## src/rtl/w_sched_pkg.sv

```systemverilog
// Shared types and helpers for the SHA-256 message-schedule sequencer.
// Holds the controller state encoding, the datapath widths and the nonce-insertion helper.
package w_sched_pkg;

  typedef enum logic [1:0] {IDLE, ISSUE, DRAIN, DONE} state_e;

  localparam int WORD_W  = 32;
  localparam int BLOCK_W = 512;
  localparam int WIN_W   = 1024;

  // Returns the block with 32-bit word idx overwritten by the nonce.
  function automatic logic [BLOCK_W-1:0] insert_nonce(input logic [BLOCK_W-1:0] block,
                                                      input logic [WORD_W-1:0]  nonce,
                                                      input logic [3:0]         idx);
    logic [BLOCK_W-1:0] r;
    r = block;
    r[{idx, 5'd0} +: WORD_W] = nonce;
    return r;
  endfunction

endpackage

```

## src/rtl/w_credit_cnt.sv

```systemverilog
// In-flight window counter for the schedule pipeline: +1 per issue, -1 per tail return.
// Flags full/empty for the sequencer and reports returns that arrive with nothing outstanding.
module w_credit_cnt #(
  parameter int MAX_INFLIGHT = 64,
  parameter int CNT_W        = 8
) (
  input  logic clk,
  input  logic reset,
  input  logic inc,
  input  logic dec,
  output logic full,
  output logic zero,
  output logic last_ret,
  output logic underflow
);

  logic [CNT_W-1:0] cnt;
  logic             take;

  assign zero      = (cnt == '0);
  assign full      = (cnt == CNT_W'(MAX_INFLIGHT));
  // A stray return while empty is dropped so the count cannot wrap.
  assign take      = dec && !zero;
  assign underflow = dec && zero;
  assign last_ret  = take && !inc && (cnt == CNT_W'(1));

  // NOTE: sequential state uses non-blocking assignments only; simultaneous issue and return cancel.
  always_ff @(posedge clk) begin
    if (reset) begin
      cnt <= '0;
    end else if (inc && !take) begin
      cnt <= cnt + 1'b1;
    end else if (take && !inc) begin
      cnt <= cnt - 1'b1;
    end
  end

endmodule

```

## src/rtl/w_sched_ctrl.sv

```systemverilog
// Job sequencer for the W_middle schedule chain: issues one nonce-stamped window per cycle
// under an in-flight credit limit, then drains the pipeline and pulses done.
module w_sched_ctrl
  import w_sched_pkg::*;
#(
  parameter int MAX_INFLIGHT = 64,
  parameter int NONCE_WORD   = 3,
  parameter int CNT_W        = 8
) (
  input  logic                clk,
  input  logic                reset,
  input  logic                job_valid,
  output logic                job_ready,
  input  logic [BLOCK_W-1:0]  job_block,
  input  logic [WORD_W-1:0]   job_nonce_start,
  input  logic [WORD_W-1:0]   job_nonce_count,
  input  logic                abort,
  output logic                w_en,
  output logic [WIN_W-1:0]    w_win,
  output logic [WORD_W-1:0]   w_nonce,
  input  logic                w_en_next,
  output logic                busy,
  output logic                done,
  output logic                aborted,
  output logic                proto_err
);

  state_e             state;
  logic [BLOCK_W-1:0] block_q;
  logic [WORD_W-1:0]  nonce_q;
  logic [WORD_W-1:0]  remaining_q;
  logic               abort_q;

  logic full, zero, last_ret, underflow;
  logic accept, issue;

  assign accept = (state == IDLE) && job_valid && job_ready;
  assign issue  = (state == ISSUE) && (remaining_q != '0) && !full && !abort;

  w_credit_cnt #(
    .MAX_INFLIGHT (MAX_INFLIGHT),
    .CNT_W        (CNT_W)
  ) u_credit (
    .clk       (clk),
    .reset     (reset),
    .inc       (issue),
    .dec       (w_en_next),
    .full      (full),
    .zero      (zero),
    .last_ret  (last_ret),
    .underflow (underflow)
  );

  // NOTE: the latched block is pure datapath, only read after a job is accepted, so it has no reset.
  always_ff @(posedge clk) begin
    if (accept) block_q <= job_block;
  end

  always_ff @(posedge clk) begin
    if (reset) begin
      state       <= IDLE;
      job_ready   <= 1'b0;
      w_en        <= 1'b0;
      w_win       <= '0;
      w_nonce     <= '0;
      busy        <= 1'b0;
      done        <= 1'b0;
      aborted     <= 1'b0;
      proto_err   <= 1'b0;
      nonce_q     <= '0;
      remaining_q <= '0;
      abort_q     <= 1'b0;
    end else begin
      w_en      <= issue;
      done      <= 1'b0;
      proto_err <= proto_err | underflow;
      case (state)
        IDLE: begin
          aborted <= 1'b0;
          if (accept) begin
            nonce_q     <= job_nonce_start;
            remaining_q <= job_nonce_count;
            abort_q     <= 1'b0;
            job_ready   <= 1'b0;
            busy        <= 1'b1;
            state       <= (job_nonce_count != '0) ? ISSUE : DONE;
          end else begin
            job_ready <= 1'b1;
          end
        end
        ISSUE: begin
          if (abort) begin
            abort_q <= 1'b1;
            state   <= DRAIN;
          end else if (issue) begin
            w_nonce     <= nonce_q;
            w_win       <= {{(WIN_W-BLOCK_W){1'b0}}, insert_nonce(block_q, nonce_q, 4'(NONCE_WORD))};
            nonce_q     <= nonce_q + 1'b1;
            remaining_q <= remaining_q - 1'b1;
            if (remaining_q == WORD_W'(1)) state <= DRAIN;
          end
        end
        DRAIN: begin
          if (zero || last_ret) state <= DONE;
        end
        DONE: begin
          done    <= 1'b1;
          aborted <= abort_q;
          busy    <= 1'b0;
          state   <= IDLE;
        end
        default: state <= IDLE;
      endcase
    end
  end

endmodule

```

## config.mk

```make
export PLATFORM = sky130hd
export DESIGN_NAME = w_sched_ctrl
export DESIGN_NICKNAME = d
export VERILOG_FILES = /design/src/rtl/w_sched_pkg.sv /design/src/rtl/w_credit_cnt.sv /design/src/rtl/w_sched_ctrl.sv
export SDC_FILE = /design/constraint.sdc
export NUM_CORES = 2
export LEC_CHECK = 0
export ABC_AREA = 1
export BUFFER_PORTS_ARGS = -buffer_cell sky130_fd_sc_hd__buf_2
export CAP_MARGIN = 20
export CORE_AREA = 2 2 644 646
export DETAILED_ROUTE_END_ITERATION = 10
export DIE_AREA = 0 0 646 648
export SLEW_MARGIN = 20
export SYNTH_ARGS = -nofsm -noshare
export SYNTH_HDL_FRONTEND = slang
export SYNTH_SLANG_ARGS = --single-unit
```

## constraint.sdc

```tcl
create_clock -name clk -period 31.7 [get_ports clk]
set_input_delay 3.17 -clock clk [delete_from_list [all_inputs] [get_ports clk]]
set_output_delay 3.17 -clock clk [all_outputs]
set_load 0.005 [all_outputs]
```

== After elaboration in Yosys (flattened, before gate mapping) ==
Index checks and enable logic that the tools add are counted.

* Register bits after elaboration: 1137
* Bits in latches: 0
* Memory bits (writable): 0
* Bits in read-only memories: 0
* Input port bits: 581
* Logic and storage cells: 86
* Memories kept: 0

* $add $sub $neg: 4
* Multipliers: 0
* Div/mod/pow operators: 0
* Order comparisons: 0
* Eq/ne operators: 13
* Shifts and indexed selects: 0
* Muxes and demuxes: 25
* Bitwise logic cells: 2
* Reductions and logical operators: 28

{| class="wikitable"
|+ Operators by type and width
! operator !! count
|-
| 32-bit 2-to-1 mux || 6
|-
| 32-bit case mux with 2 select lines || 2
|-
| 32-bit nonzero test || 2
|-
| 32-bit by 1-bit adder with 32-bit output (second input constant) || 1
|-
| 32-bit by 1-bit == test with 1-bit output (second input constant) || 1
|-
| 32-bit by 1-bit subtractor with 32-bit output (second input constant) || 1
|-
| 8-bit 2-to-1 mux || 2
|-
| 2-bit 2-to-1 mux || 6
|-
| 1-bit logical AND || 10
|-
| 8-bit by 1-bit adder with 8-bit output (second input constant) || 1
|-
| 8-bit by 1-bit == test with 1-bit output (second input constant) || 1
|-
| 8-bit by 7-bit == test with 1-bit output (second input constant) || 1
|-
| 8-bit zero test || 1
|-
| 2-bit inequality test (second input constant) || 4
|-
| 2-bit case mux with 4 select lines || 1
|-
| 4-bit AND reduction || 2
|-
| 8-bit by 1-bit subtractor with 8-bit output (second input constant) || 1
|-
| 3-bit by 2-bit inequality test with 1-bit output (second input constant) || 2
|-
| 1-bit case mux with 2 select lines || 3
|-
| 3-bit AND reduction || 2
|-
| 2-bit nonzero test || 3
|-
| 1-bit zero test || 5
|-
| 1-bit 2-to-1 mux || 5
|-
| 2-bit == test (second input constant) || 2
|-
| 7 further kinds || 7
|}

== Logic depth before layout (Yosys ltp) ==
* Depth in word-level cells: 10
* Depth in mapped cells: 18
* Mapped depth without buffers: 16

== By module ==
Synthesis repeated with hierarchy kept, for this count alone.

* Cell total of the unflattened synthesis: 4338
* Area total of the unflattened synthesis: 42031.6 µm²

{| class="wikitable"
|+ By module, submodules not included
! module !! times used !! cells each !! area each (µm²)
|-
| w_sched_ctrl || 1 || 4245 || 41441.0
|-
| w_credit_cnt || 1 || 93 || 590.6
|}

== Worst setup path after synthesis ==
OpenSTA, ideal clock, no wires.

* Path kind: input port to flip-flop
* From: input job_valid
* To: register nonce_q[26]
* Setup time: 0.113 ns
* Data arrival time: 13.641 ns
* Data required time: 31.587 ns
* Path slack: 17.946 ns
* Stages: 11
* Cell sequence: nand3_1 inv_1 nor2_1 inv_1 nand2_1 inv_1 nand2_2 buf_6 buf_4 nor2_1 nor2_1

* Word-level cells in the longest chain between the ends: 4

{| class="wikitable"
|+ RTL lines
! what !! line !! text
|-
| from (decl) || w_sched_ctrl.sv:12 || <nowiki>input logic job_valid,</nowiki>
|-
| 1-bit logical AND (2 in a row) || w_sched_ctrl.sv:37 || <nowiki>assign accept = (state == IDLE) && job_valid && job_ready;</nowiki>
|-
| via accept || w_sched_ctrl.sv:35 || <nowiki>logic accept, issue;</nowiki>
|-
| 2-bit inequality test (no source line) || - ||
|-
| 4-bit AND reduction (no source line) || - ||
|-
| to (signal assigned) || w_sched_ctrl.sv:81 || <nowiki>nonce_q <= job_nonce_start;</nowiki>
|-
| to (signal assigned) || w_sched_ctrl.sv:98 || <nowiki>nonce_q <= nonce_q + 1'b1;</nowiki>
|-
| to (decl) || w_sched_ctrl.sv:30 || <nowiki>logic [WORD_W-1:0] nonce_q;</nowiki>
|}

The timed path passes the listed nets, and every way through them passes these cells.
A chain may end at the register's enable or synchronous reset.

==> results.yml <==
grt:
  track_usage_pct: 9.78
  grt_overflow_total: 0
  grt_max_degree: 172
  first_global_vias: 28770
  grt_pass1_wl_mm: 274
  antenna_found_initial: 155
yosys:
  synthSimpleGateAreaFrac_pct: 15.2
  netlist.top_cell.by_area: "edfxtp_1"
  syn_area_per_cell_sq_um: 9.85
  yosysTopAreaCellShare_pct: 34.2
  synth_top_family_by_area: "simple AND/OR/NAND/NOR gates"
  synth_cells: 4279
  seq_area_frac_synth_pct: 62.3
  ys_warn_count: 0
  synth.cell_area_sq_mm: 0.0422
  synth_fa_ha_area_share_pct: 0.386
  ys_ff_latch: 1073
  synth_xor_area_share_pct: 0.436
  synth_compound_area_share_pct: 7.93
  synth_cell_types: 40
  synth.area.top_cells: "edfxtp_1, dfxtp_1, nand2_1"
  synth_mux_area_share_pct: 0
clock_network:
  path_clk_slew_ns: 0.06
  clk_latency_ns: 0.79
  tritoncts: "done"
  ctsResizeCount: 0
  clk_path_buf_depth: 3
  cts_setup_buffers: 0
  clockRootBuffer: "clkbuf_16"
  htree_levels: 3
  numCtsBuffers: 116
  cts.sinks: 1073
  hold_buffers: 0
setup_path:
  cp_slowest_cell: "buf_4"
  cp_common_cell: "buf_4"
  startpoint_type: "input pin"
  critPathCaptureType: "register"
  critPathMaxStageDelay_ns: 0.77
  crit_type: "input pin to register"
  rr_endpoint: "block_q[291]$_DFFE_PP_"
  startpoint: "reset"
  endpoint: "u_credit.cnt[1]$_SDFFE_PP0P_"
  crit_fanout: 64
  reg2reg_slack_ns: 26.86
  path_cells: "buf_8, buf_4, buf_4, buf_4, buf_4, buf_4, a21oi_1, o21ai_0, inv_1"
  r2r-start: "state[0]$_SDFFE_PP0P_"
  arrival_ns: 7.56
  critPathRequiredTime_ns: 32.34
  rr_worst_depth: 7
detailed_routing:
  via_count: 32757
  drtAntennaViolNets: 0
  dr.pass1.iters: 9
  drc: 0
  vias_per_cell: 2.99
  wl_per_cell_um: 19.9
  drt_iter0_drc: 2415
  wl_mm: 218
sta:
  max_freq_ghz: 0.145
  worst_pin_slew_ns: 1.13
  maxSlewHeadroom_pct: 24.8
  setup_viol: 0
  finalSetupTns_ns: 0
  layout_setup_ws_ns: 24.78
  finalCritPeriodShare_pct: 21.8
  rsz0062_at_grt: "no"
  slew_violations: 0
  period_minus_slack_ns: 6.92
  hold_viol_final: 0
  fin_skew_ns: 0.0829
  holdWs_ns: 0.452
power_and_ir_drop:
  peakVddDrop_v: 0.0000572
  netSwitchingFraction_pct: 35.3
  internal_power_w: 0.00283
  p_leak_nw: 21.5
  p_sw_w: 0.00155
  p_comb_share_pct: 24.4
  pwr-share-seq_pct: 41.9
  p_clk_share_pct: 33.7
  power_density_mw_per_mm2: 78.6
min_path:
  min_path_cells: 2
  hold_path_class: "register to register"
floorplanning:
  fp.dieArea_sq_mm: 0.419
  die-width_um: 646
  fp.dieH_um: 648
  start_util_pct: 10.2
  core_sq_mm: 0.412
  io_pins: 1643
  fp-row-count: 236
place:
  dp_slack_ns: 23.97
  place_inst: 10639
  numPortBuffers: 1098
  post-dp-hpwl_mm: 176
  place.gp.congestion: 0.902
run_status:
  status: "completed"
final_layout:
  utilization_pct: 13.5
  instances_no_fill: 10965
  nets: 5878
  syn_to_final_growth_pct: 32.2
  drive_gt1_share_pct: 24.9
run:
  max_cap_violations: 0
==> cell families (layout without fill, tap and decap cells) <==
family                     Yosys count  count (layout)
adders and majority gates           13              13
DFF                               1073            1073
AOI/OAI and AO/OA                  658             658
other                                1             617
xor gates and xnor gates            21              21
and+or+nand+nor                   1657            1657
buffers and inverters              856            1452
==> worst min path at each step <==
stage                            start                      end  slack (ns)
3_5_place_dp   w_win[488]$_SDFFE_PP0P_  w_win[488]$_SDFFE_PP0P_        0.45
5_1_grt          block_q[23]$_DFFE_PP_   w_win[23]$_SDFFE_PP0P_        0.47
6_report         block_q[23]$_DFFE_PP_   w_win[23]$_SDFFE_PP0P_        0.45
3_3_place_gp   w_win[509]$_SDFFE_PP0P_  w_win[509]$_SDFFE_PP0P_        0.45
2_1_floorplan  nonce_q[1]$_SDFFE_PP0P_  w_nonce[1]$_SDFFE_PP0P_        0.45
4_1_cts          block_q[23]$_DFFE_PP_   w_win[23]$_SDFFE_PP0P_        0.45
==> state kept, by name, indices dropped and copies added, names as in the netlist <==
| signal | cells |
|---|---|
| busy | 1 |
| state | 2 |
| u_credit.cnt | 8 |
| job_ready | 1 |
| w_win | 481 |
| aborted | 1 |
| done | 1 |
| block_q | 480 |
| abort_q | 1 |
| w_nonce | 31 |
| remaining_q | 32 |
| nonce_q | 32 |
| w_en | 1 |
| proto_err | 1 |
==> power by group through the flow <==
stage | Combinational, W | Sequential (W) | Clock [W]
6_report | 0.00107 | 0.00183 | 0.00148
5_1_grt | 0.00121 | 0.00186 | 0.00157
4_1_cts | 0.00108 | 0.00184 | 0.00153
3_5_place_dp | 0.00108 | 0.00186 | 0
3_3_place_gp | 0.00108 | 0.00186 | 0
2_1_floorplan | 0.000708 | 0.00187 | 0
==> Yosys cell counts, drive strengths merged <==
library cell  count
a21oi           566
edfxtp          480
nand3b            1
clkinv            1
nor2            193
nor3b             1
o22ai             2
ha               13
nor3             16
xor2             15
inv             105
a21boi            3
nand3            68
conb              1
dfxtp           593
o31ai             3
or2               3
a31oi             2
nor4              1
o21ai            75
nand2          1362
o21bai            5
clkbuf           79
nand4            12
o21a              1
o211ai            1
buf             671
xnor2             6
==> through the flow <==
step | instance area, sq um | total power, W
after floorplan | 44100 | 0.00258
after global placement | 51300 | 0.00294
after detailed placement | 51300 | 0.00294
after CTS | 55500 | 0.00445
after global routing | 55700 | 0.00463
final | 55800 | 0.00438
==> final cells by class <==
class,count,area [sq um]
clock buffer,152,3220
sequential,1073,26300
timing repair buffer,1126,5770
multi-input combinational,2861,12000
tap,5474,6850
fill,47011,356000
antenna,105,263
inverter,106,415
clock inverter,68,900
==> critical path: cells and delay by family <==
family                 cells  cell delay (ns)
buffers and inverters      7             3.84
AO/OA/AOI/OAI              2             0.18
==> layout by cell type (no fill, tap or decap), drive strengths merged, types with 2 or more instances in the layout <==
| cell type | count |
|---|---|
| buf | 1126 |
| inv | 120 |
| ha | 13 |
| a21boi | 3 |
| nand3 | 68 |
| xor2 | 15 |
| edfxtp | 480 |
| clkinv | 32 |
| nor2 | 193 |
| xnor2 | 6 |
| nand4 | 12 |
| nand2 | 1362 |
| or2 | 3 |
| nor3 | 16 |
| clkbuf | 152 |
| clkinvlp | 8 |
| o22ai | 2 |
| a31oi | 2 |
| dfxtp | 593 |
| o21ai | 75 |
| o21bai | 5 |
| conb | 512 |
| a21oi | 566 |
| bufinv | 14 |
| diode | 105 |
| o31ai | 3 |
==> metal layers <==
layer,routed length (um),track usage (%),part of all wire [%],vias to the layer above
met1,77500,10.4,36,15565
met2,99700,15.6,46,1643
met3,30200,5.83,14,467
met5,140,0,0.064,-
met4,10300,4.11,4.7,22
li1,-,-,-,15060
Power figures use the tool's default switching activity.
